===== src/rtl/ccsds123_axis_out.sv =====
// Output stage for ccsds123_top: buffers the unthrottled res word stream in a
// first-word-fall-through FIFO and re-emits it as an AXI4-Stream master.
module ccsds123_axis_out #(
    parameter int BUS_WIDTH          = 32,
    parameter int DEPTH              = 16,
    parameter int ALMOST_FULL_MARGIN = 4
) (
    input  logic                       clk,
    input  logic                       areset,
    input  logic [BUS_WIDTH-1:0]       res,
    input  logic                       res_valid,
    input  logic                       res_last,
    output logic [BUS_WIDTH-1:0]       m_axis_tdata,
    output logic                       m_axis_tvalid,
    output logic                       m_axis_tlast,
    input  logic                       m_axis_tready,
    output logic                       almost_full,
    output logic                       overflow,
    output logic [$clog2(DEPTH):0]     level
);

    localparam int LVL_W     = $clog2(DEPTH) + 1;
    localparam int PTR_W     = $clog2(DEPTH);
    localparam int RAM_DEPTH = DEPTH - 1;
    localparam int WORD_W    = BUS_WIDTH + 1;

    logic [WORD_W-1:0]    ram_r [0:RAM_DEPTH-1];
    logic [PTR_W-1:0]     wr_ptr_r;
    logic [PTR_W-1:0]     rd_ptr_r;
    logic [LVL_W-1:0]     level_r;
    logic [BUS_WIDTH-1:0] tdata_r;
    logic                 tlast_r;
    logic                 tvalid_r;
    logic                 almost_full_r;
    logic                 overflow_r;

    logic                 pop_s;
    logic                 full_s;
    logic                 wr_en_s;
    logic                 drop_s;
    logic                 ram_empty_s;
    logic                 load_out_s;
    logic                 rd_en_s;
    logic                 bypass_s;
    logic                 ram_wr_s;
    logic [LVL_W-1:0]     level_nxt_s;

    function automatic logic [PTR_W-1:0] ptr_inc(input logic [PTR_W-1:0] p);
        if (p == PTR_W'(RAM_DEPTH - 1)) begin
            return '0;
        end else begin
            return p + PTR_W'(1);
        end
    endfunction

    // Datapath steering: the output register is refilled from the RAM when it
    // holds words, otherwise directly from res so an empty FIFO costs one cycle.
    always_comb begin
        pop_s       = tvalid_r & m_axis_tready;
        full_s      = (level_r == LVL_W'(DEPTH));
        wr_en_s     = res_valid & (~full_s | pop_s);
        drop_s      = res_valid & full_s & ~pop_s;
        ram_empty_s = (level_r <= LVL_W'(1));
        load_out_s  = ~tvalid_r | pop_s;
        rd_en_s     = load_out_s & ~ram_empty_s;
        bypass_s    = load_out_s & ram_empty_s & wr_en_s;
        ram_wr_s    = wr_en_s & ~bypass_s;
        case ({wr_en_s, pop_s})
            2'b10:   level_nxt_s = level_r + LVL_W'(1);
            2'b01:   level_nxt_s = level_r - LVL_W'(1);
            default: level_nxt_s = level_r;
        endcase
    end

    // RAM array; contents need no reset because pointers define validity.
    always_ff @(posedge clk) begin
        if (ram_wr_s) begin
            ram_r[wr_ptr_r] <= {res_last, res};
        end
    end

    // Pointers, output register, level and status flags.
    always_ff @(posedge clk or posedge areset) begin
        if (areset) begin
            wr_ptr_r      <= '0;
            rd_ptr_r      <= '0;
            level_r       <= '0;
            tdata_r       <= '0;
            tlast_r       <= 1'b0;
            tvalid_r      <= 1'b0;
            almost_full_r <= 1'b0;
            overflow_r    <= 1'b0;
        end else begin
            if (ram_wr_s) begin
                wr_ptr_r <= ptr_inc(wr_ptr_r);
            end
            if (rd_en_s) begin
                rd_ptr_r <= ptr_inc(rd_ptr_r);
                {tlast_r, tdata_r} <= ram_r[rd_ptr_r];
                tvalid_r <= 1'b1;
            end else if (bypass_s) begin
                tdata_r  <= res;
                tlast_r  <= res_last;
                tvalid_r <= 1'b1;
            end else if (pop_s) begin
                tvalid_r <= 1'b0;
            end
            level_r       <= level_nxt_s;
            almost_full_r <= (level_nxt_s >= LVL_W'(DEPTH - ALMOST_FULL_MARGIN));
            if (drop_s) begin
                overflow_r <= 1'b1;
            end
        end
    end

    assign m_axis_tdata  = tdata_r;
    assign m_axis_tlast  = tlast_r;
    assign m_axis_tvalid = tvalid_r;
    assign almost_full   = almost_full_r;
    assign overflow      = overflow_r;
    assign level         = level_r;

endmodule


===== config.mk =====
export PLATFORM = sky130hd
export DESIGN_NAME = ccsds123_axis_out
export DESIGN_NICKNAME = d
export VERILOG_FILES = /design/src/rtl/ccsds123_axis_out.sv
export SDC_FILE = /design/constraint.sdc
export NUM_CORES = 1
export LEC_CHECK = 0
export CAP_MARGIN = 25
export CORE_MARGIN = 2
export CORE_UTILIZATION = 40
export CTS_CLUSTER_DIAMETER = 30
export DETAILED_ROUTE_END_ITERATION = 7
export SYNTH_ARGS = -nofsm -noshare
export SYNTH_HDL_FRONTEND = slang
export SYNTH_SLANG_ARGS = --single-unit
export TNS_END_PERCENT = 50

===== constraint.sdc =====
create_clock -name clk -period 6.7 [get_ports clk]
set_input_delay 1.34 -clock clk [delete_from_list [all_inputs] [get_ports clk]]
set_output_delay 1.34 -clock clk [all_outputs]
set_load 0.02 [all_outputs]

Word-level counts from Yosys, hierarchy flattened. Memories as Yosys holds them, arrays and structs flattened. Index checks and enable logic that the tools add are counted.

Add/subtract/negate cells: 4. Magnitude comparators: 2. Equal/unequal tests: 5. Muxes and demuxes: 12. Bitwise operators: 15. Reduce and logical (&&, ||, !) cells: 2.

Operators with widths (count): 2-to-1 mux 32 bit (2); case mux 5 bit (2 select lines) (1); adder 4 x 1 -> 4 bit (second input constant) (2); AND 1 bit (8); == test 4 bit (second input constant) (2); 2-to-1 mux 4 bit (2); 2-to-1 mux 1 bit (7); adder 5 x 1 -> 5 bit (second input constant) (1); == test 5 bit (second input constant) (1); >= comparator 5 x 4 -> 1 bit (second input constant) (1); less-or-equal comparator 5 x 1 -> 1 bit (second input constant) (1); inverter 1 bit (5); subtractor 5 x 1 -> 5 bit (second input constant) (1); nonzero test 3 bit (1); == test 2 x 1 -> 1 bit (second input constant) (1); == test 2 bit (second input constant) (1); bitwise OR 1 bit (2); nonzero test 2 bit (1).

Bits in registers: 49. Bits in writable memories: 495. Input bits: 37. Output and inout port bits: 41. Logic and storage cells: 49. Memories kept: 1.

Memories: ram_r (depth 15, bits a word 33, read ports 1, clocked after Yosys merged registers in 0, write ports 1, line 27) `logic [WORD_W-1:0] ram_r [0:RAM_DEPTH-1];`.

Logic depth before layout (Yosys ltp).
Word-level depth: 9. Gate-level depth with buffers: 9. Mapped depth without buffers: 6.

Worst setup path before layout. No wires, ideal clock.

Kind: in2reg. From: input port m_axis_tready. To: memory ram_r[2][0] (netlist bit) (enable). Data arrival time: 5423 ps. Data required time: 6194 ps. Path slack: 771 ps. Stages on the path: 6. Buffers on the path: 2. Cells stage by stage: nand2b_1 -> nand3_1 -> clkbuf_1 -> buf_2 -> nand3_1 -> nor4_1.

Word-level cells in the longest chain between the ends: 8.

Ends and longest elaborated chain: start: declaration (line 16) `input logic m_axis_tready,`; AND 1 bit * (line 59) `pop_s = tvalid_r & m_axis_tready;`; bitwise OR 1 bit (on tied branches) (line 64, 61); AND 1 bit (on tied branches) (line 66, 61); AND 1 bit (line 66) `bypass_s = load_out_s & ram_empty_s & wr_en_s;`; inverter 1 bit (line 67) `ram_wr_s = wr_en_s & ~bypass_s;`; AND 1 bit * (line 67); 2-to-1 mux 1 bit * (line 77) `if (ram_wr_s) begin`; 2-to-1 mux 1 bit (implied by the code) * (line 78) `ram_r[wr_ptr_r] <= {res_last, res};`; end: declaration (line 27).

Every way passes the cells marked *; elsewhere a longest branch is shown, timed or not.

Worst setup path after layout.
From: input port m_axis_tready. To: memory ram_r[4][2] (netlist bit) (enable).

Same word-level chain as after synthesis.

==> flow_summary.toml <==
[worst_hold_path]
hp-class = "register to register"
holdPathStages = 1
min_to = "overflow$_DFFE_PP0P_"
hold_start = "overflow$_DFFE_PP0P_"

[critical_path]
critical_path.max_fanout = 38
arrival_ns = 4.29
start_kind = "input port"
regToRegStartpoint = "level[1]$_DFF_PP0_"
ff2ff_setup_slack_ns = 3.20
crit_path_end_kind = "register"
reg2regPathDepth = 8
r2r-end = "ram_r[5][19]$_DFFE_PP_"
path_class = "input port to register"
crit_required_ns = 7.00

[global_route]
grt-ovfl-total = 0
grt_pass1_wl_um = 75700
grt_pass1_vias = 12000
grt_antenna_before_repair = 0
grt_max_degree = 148
track_usage_pct = 18.3

[routing]
ant_nets = 0
drtPass1Iterations = 5
initialDrtViolationCount = 1099
totalWireLength_um = 50300
dr_total_vias = 11500
drcViolationCount = 0
vias_per_cell = 5.54
wl_per_cell_um = 24.3

[finish]
stdcell_count = 2074
fill_cells = 4408
nets = 1326
layout-area-overhead-vs-synth_pct = 24.5
diodes = 0
fin_util_pct = 50.1
drive_above_1_share_pct = 24.2

[clock_network]
tritoncts = "built"
cts-hold-fix-buffers = 0
clockBufferDepth = 3
postCtsSetupBuffers = 0
insertion_delay_ns = 0.64
numCtsBuffers = 108
cts.sinks = 544
postCtsResizedCells = 0
path_clk_slew_ns = 0.05
htreeDepth = 3
cts_root_buffer = "clkbuf_16"

[timing]
fmax_ghz = 0.251
fin_crit_sh_pct = 59.4
rsz0062_at_grt = "false"
maxSlewViolCount = 0
setup-tns-final_ns = 0
max_slew_margin_pct = 31.0
finClkSkew_ns = 0.0150
post-route-min-period_ns = 3.98
finalHoldViolCount = 0
worst_slew_pin_slew_ns = 1.04
setup_violations = 0

[synthesis]
syn_area_um2 = 21600
synth_edf_count = 495
synth_nets = 1190
yosysSeqAreaShare_pct = 74.6
syn_area_per_cell_um2 = 18.8
synth_cells = 1149
yosys_warnings = 0
async_flop_share_pct = 9.01
ys.flop_type = "edfxtp_1"
synth-seq-cells = 544
synth_cell_type_count = 57

[die]
rows = 85
die_w_um = 236
start_util_pct = 40.2
dieArea_um2 = 55800
num_io_pins = 78
core_area_um2 = 53600
die_h_um = 236

[job]
drv_cap = 0

[placement]
place_congestion = 0.769
hpwl_um = 27300
dp_cells = 1871
io_buffers = 77

[power]
share_seq_of_total_power_pct = 35.7
p_int_mw = 8.82
comb_power_share_pct = 22.8
power_mw = 12.5
power.density_nw_per_um2 = 466
power.static_leakage_nw = 8.91
p_clk_share_pct = 41.4
ir_drop_mv = 0.312
switchingPower_mw = 3.69
p_sw_share_pct = 29.5

[run_status]
status = "completed"
## cells in the mapped netlist (all sizes together) (5+ instances only)
cell,number,share of area [%]
a2111oi,9,0.45
a21oi,25,0.58
a221oi,15,0.61
a22oi,9,0.31
a311oi,10,0.41
a31oi,10,0.29
buf,41,1.3
clkbuf,36,0.63
dfrtp,49,5.7
edfxtp,495,69
inv,7,0.12
mux2,39,2.0
mux2i,90,4.2
mux4,66,6.9
nand2,24,0.42
nand2b,13,0.38
nand4,5,0.15
nor2,29,0.52
nor2b,21,0.61
nor3,9,0.21
o211a,9,0.42
o211ai,11,0.38
o21ai,41,0.97
o31a,17,0.69
o32a,15,0.70
o32ai,18,0.73
## state kept, by name, indices dropped and copies added (netlist names)
name and flops:
almost_full 1, level 5, m_axis_tdata 32, m_axis_tlast 1, m_axis_tvalid 1, overflow 1, ram_r 495, rd_ptr_r 4
wr_ptr_r 4
## how the worst max path moves through the flow
stage | from | slack [ns] | end
final | m_axis_tready | 2.72 | ram_r[4][2]$_DFFE_PP_
after CTS | m_axis_tready | 2.75 | ram_r[4][9]$_DFFE_PP_
after global placement | m_axis_tready | 2.00 | ram_r[8][0]$_DFFE_PP_
after global routing | m_axis_tready | 2.56 | ram_r[4][2]$_DFFE_PP_
after floorplan | m_axis_tready | 0.77 | ram_r[2][0]$_DFFE_PP_
after detailed placement | m_axis_tready | 2.11 | ram_r[4][2]$_DFFE_PP_
## power groups by stage
stage               clock network, mW  logic, mW  registers [mW]
floorplan                           0       1.93            4.48
global placement                    0       2.83            4.53
detailed placement                  0       2.86            4.54
CTS                              5.26       2.88            4.48
global route                     5.44       3.06            4.52
finish                           5.18       2.85            4.47
## kinds of logic after synthesis
group | synth area share, %
flops | 74.6
compound gates | 7.09
mux | 13.1
simple gates | 2.81
buf+inv | 2.04
fa+ha+maj | 0.232
xor+xnor | 0.0813
## stage by stage
step                      hold slack, ns  instance area (um2)  worst slack (ns)
final                              0.472                26800              2.72
after global routing               0.478                26800              2.56
after CTS                          0.477                26800              2.75
after detailed placement           0.466                23200              2.11
after global placement             0.444                23100              2.00
after floorplan                    0.565                21600             0.771
## critical path: stages
cell	delay (ns)
clkdlybuf4s50_1	0.60
and2_1	0.28
o21ai_4	0.08
buf_4	0.33
or4_1	0.71
nor2_4	0.51
buf_4	0.40
## layer usage
metal,share of wire [%],GRT usage (%),vias up
li1,-,-,5045
met1,44,25.5,5959
met2,47,28.3,428
met3,6.6,4.15,56
met4,1.7,6.52,0
met5,0,0,-
## layout by cell type, fill, tap and decap left out, drive strengths merged, types with 11 or more instances in the layout
master and instances:
nor2b 21, edfxtp 495, buf 26, clkbuf 127
clkinvlp 13, o32ai 18, clkdlybuf4s50 77, mux2i 90
o31a 17, nand2b 13, nand2 24, mux2 39
o32a 15, clkinv 38, o21ai 41, inv 23
dfrtp 49, a221oi 15, o211ai 11, mux4 66
nor2 29, a21oi 25
## cell type report
type / count / area, um2 / area share (%)
sequential: 544 / 16100 / 60.0
inverter: 7 / 26.3 / 0.0979
timing repair buffer: 103 / 1080 / 4.03
tap: 696 / 871 / 3.24
clock buffer: 127 / 2870 / 10.7
multi-input combinational: 521 / 5150 / 19.2
clock inverter: 76 / 737 / 2.75
Power figures use the tool's default switching activity.
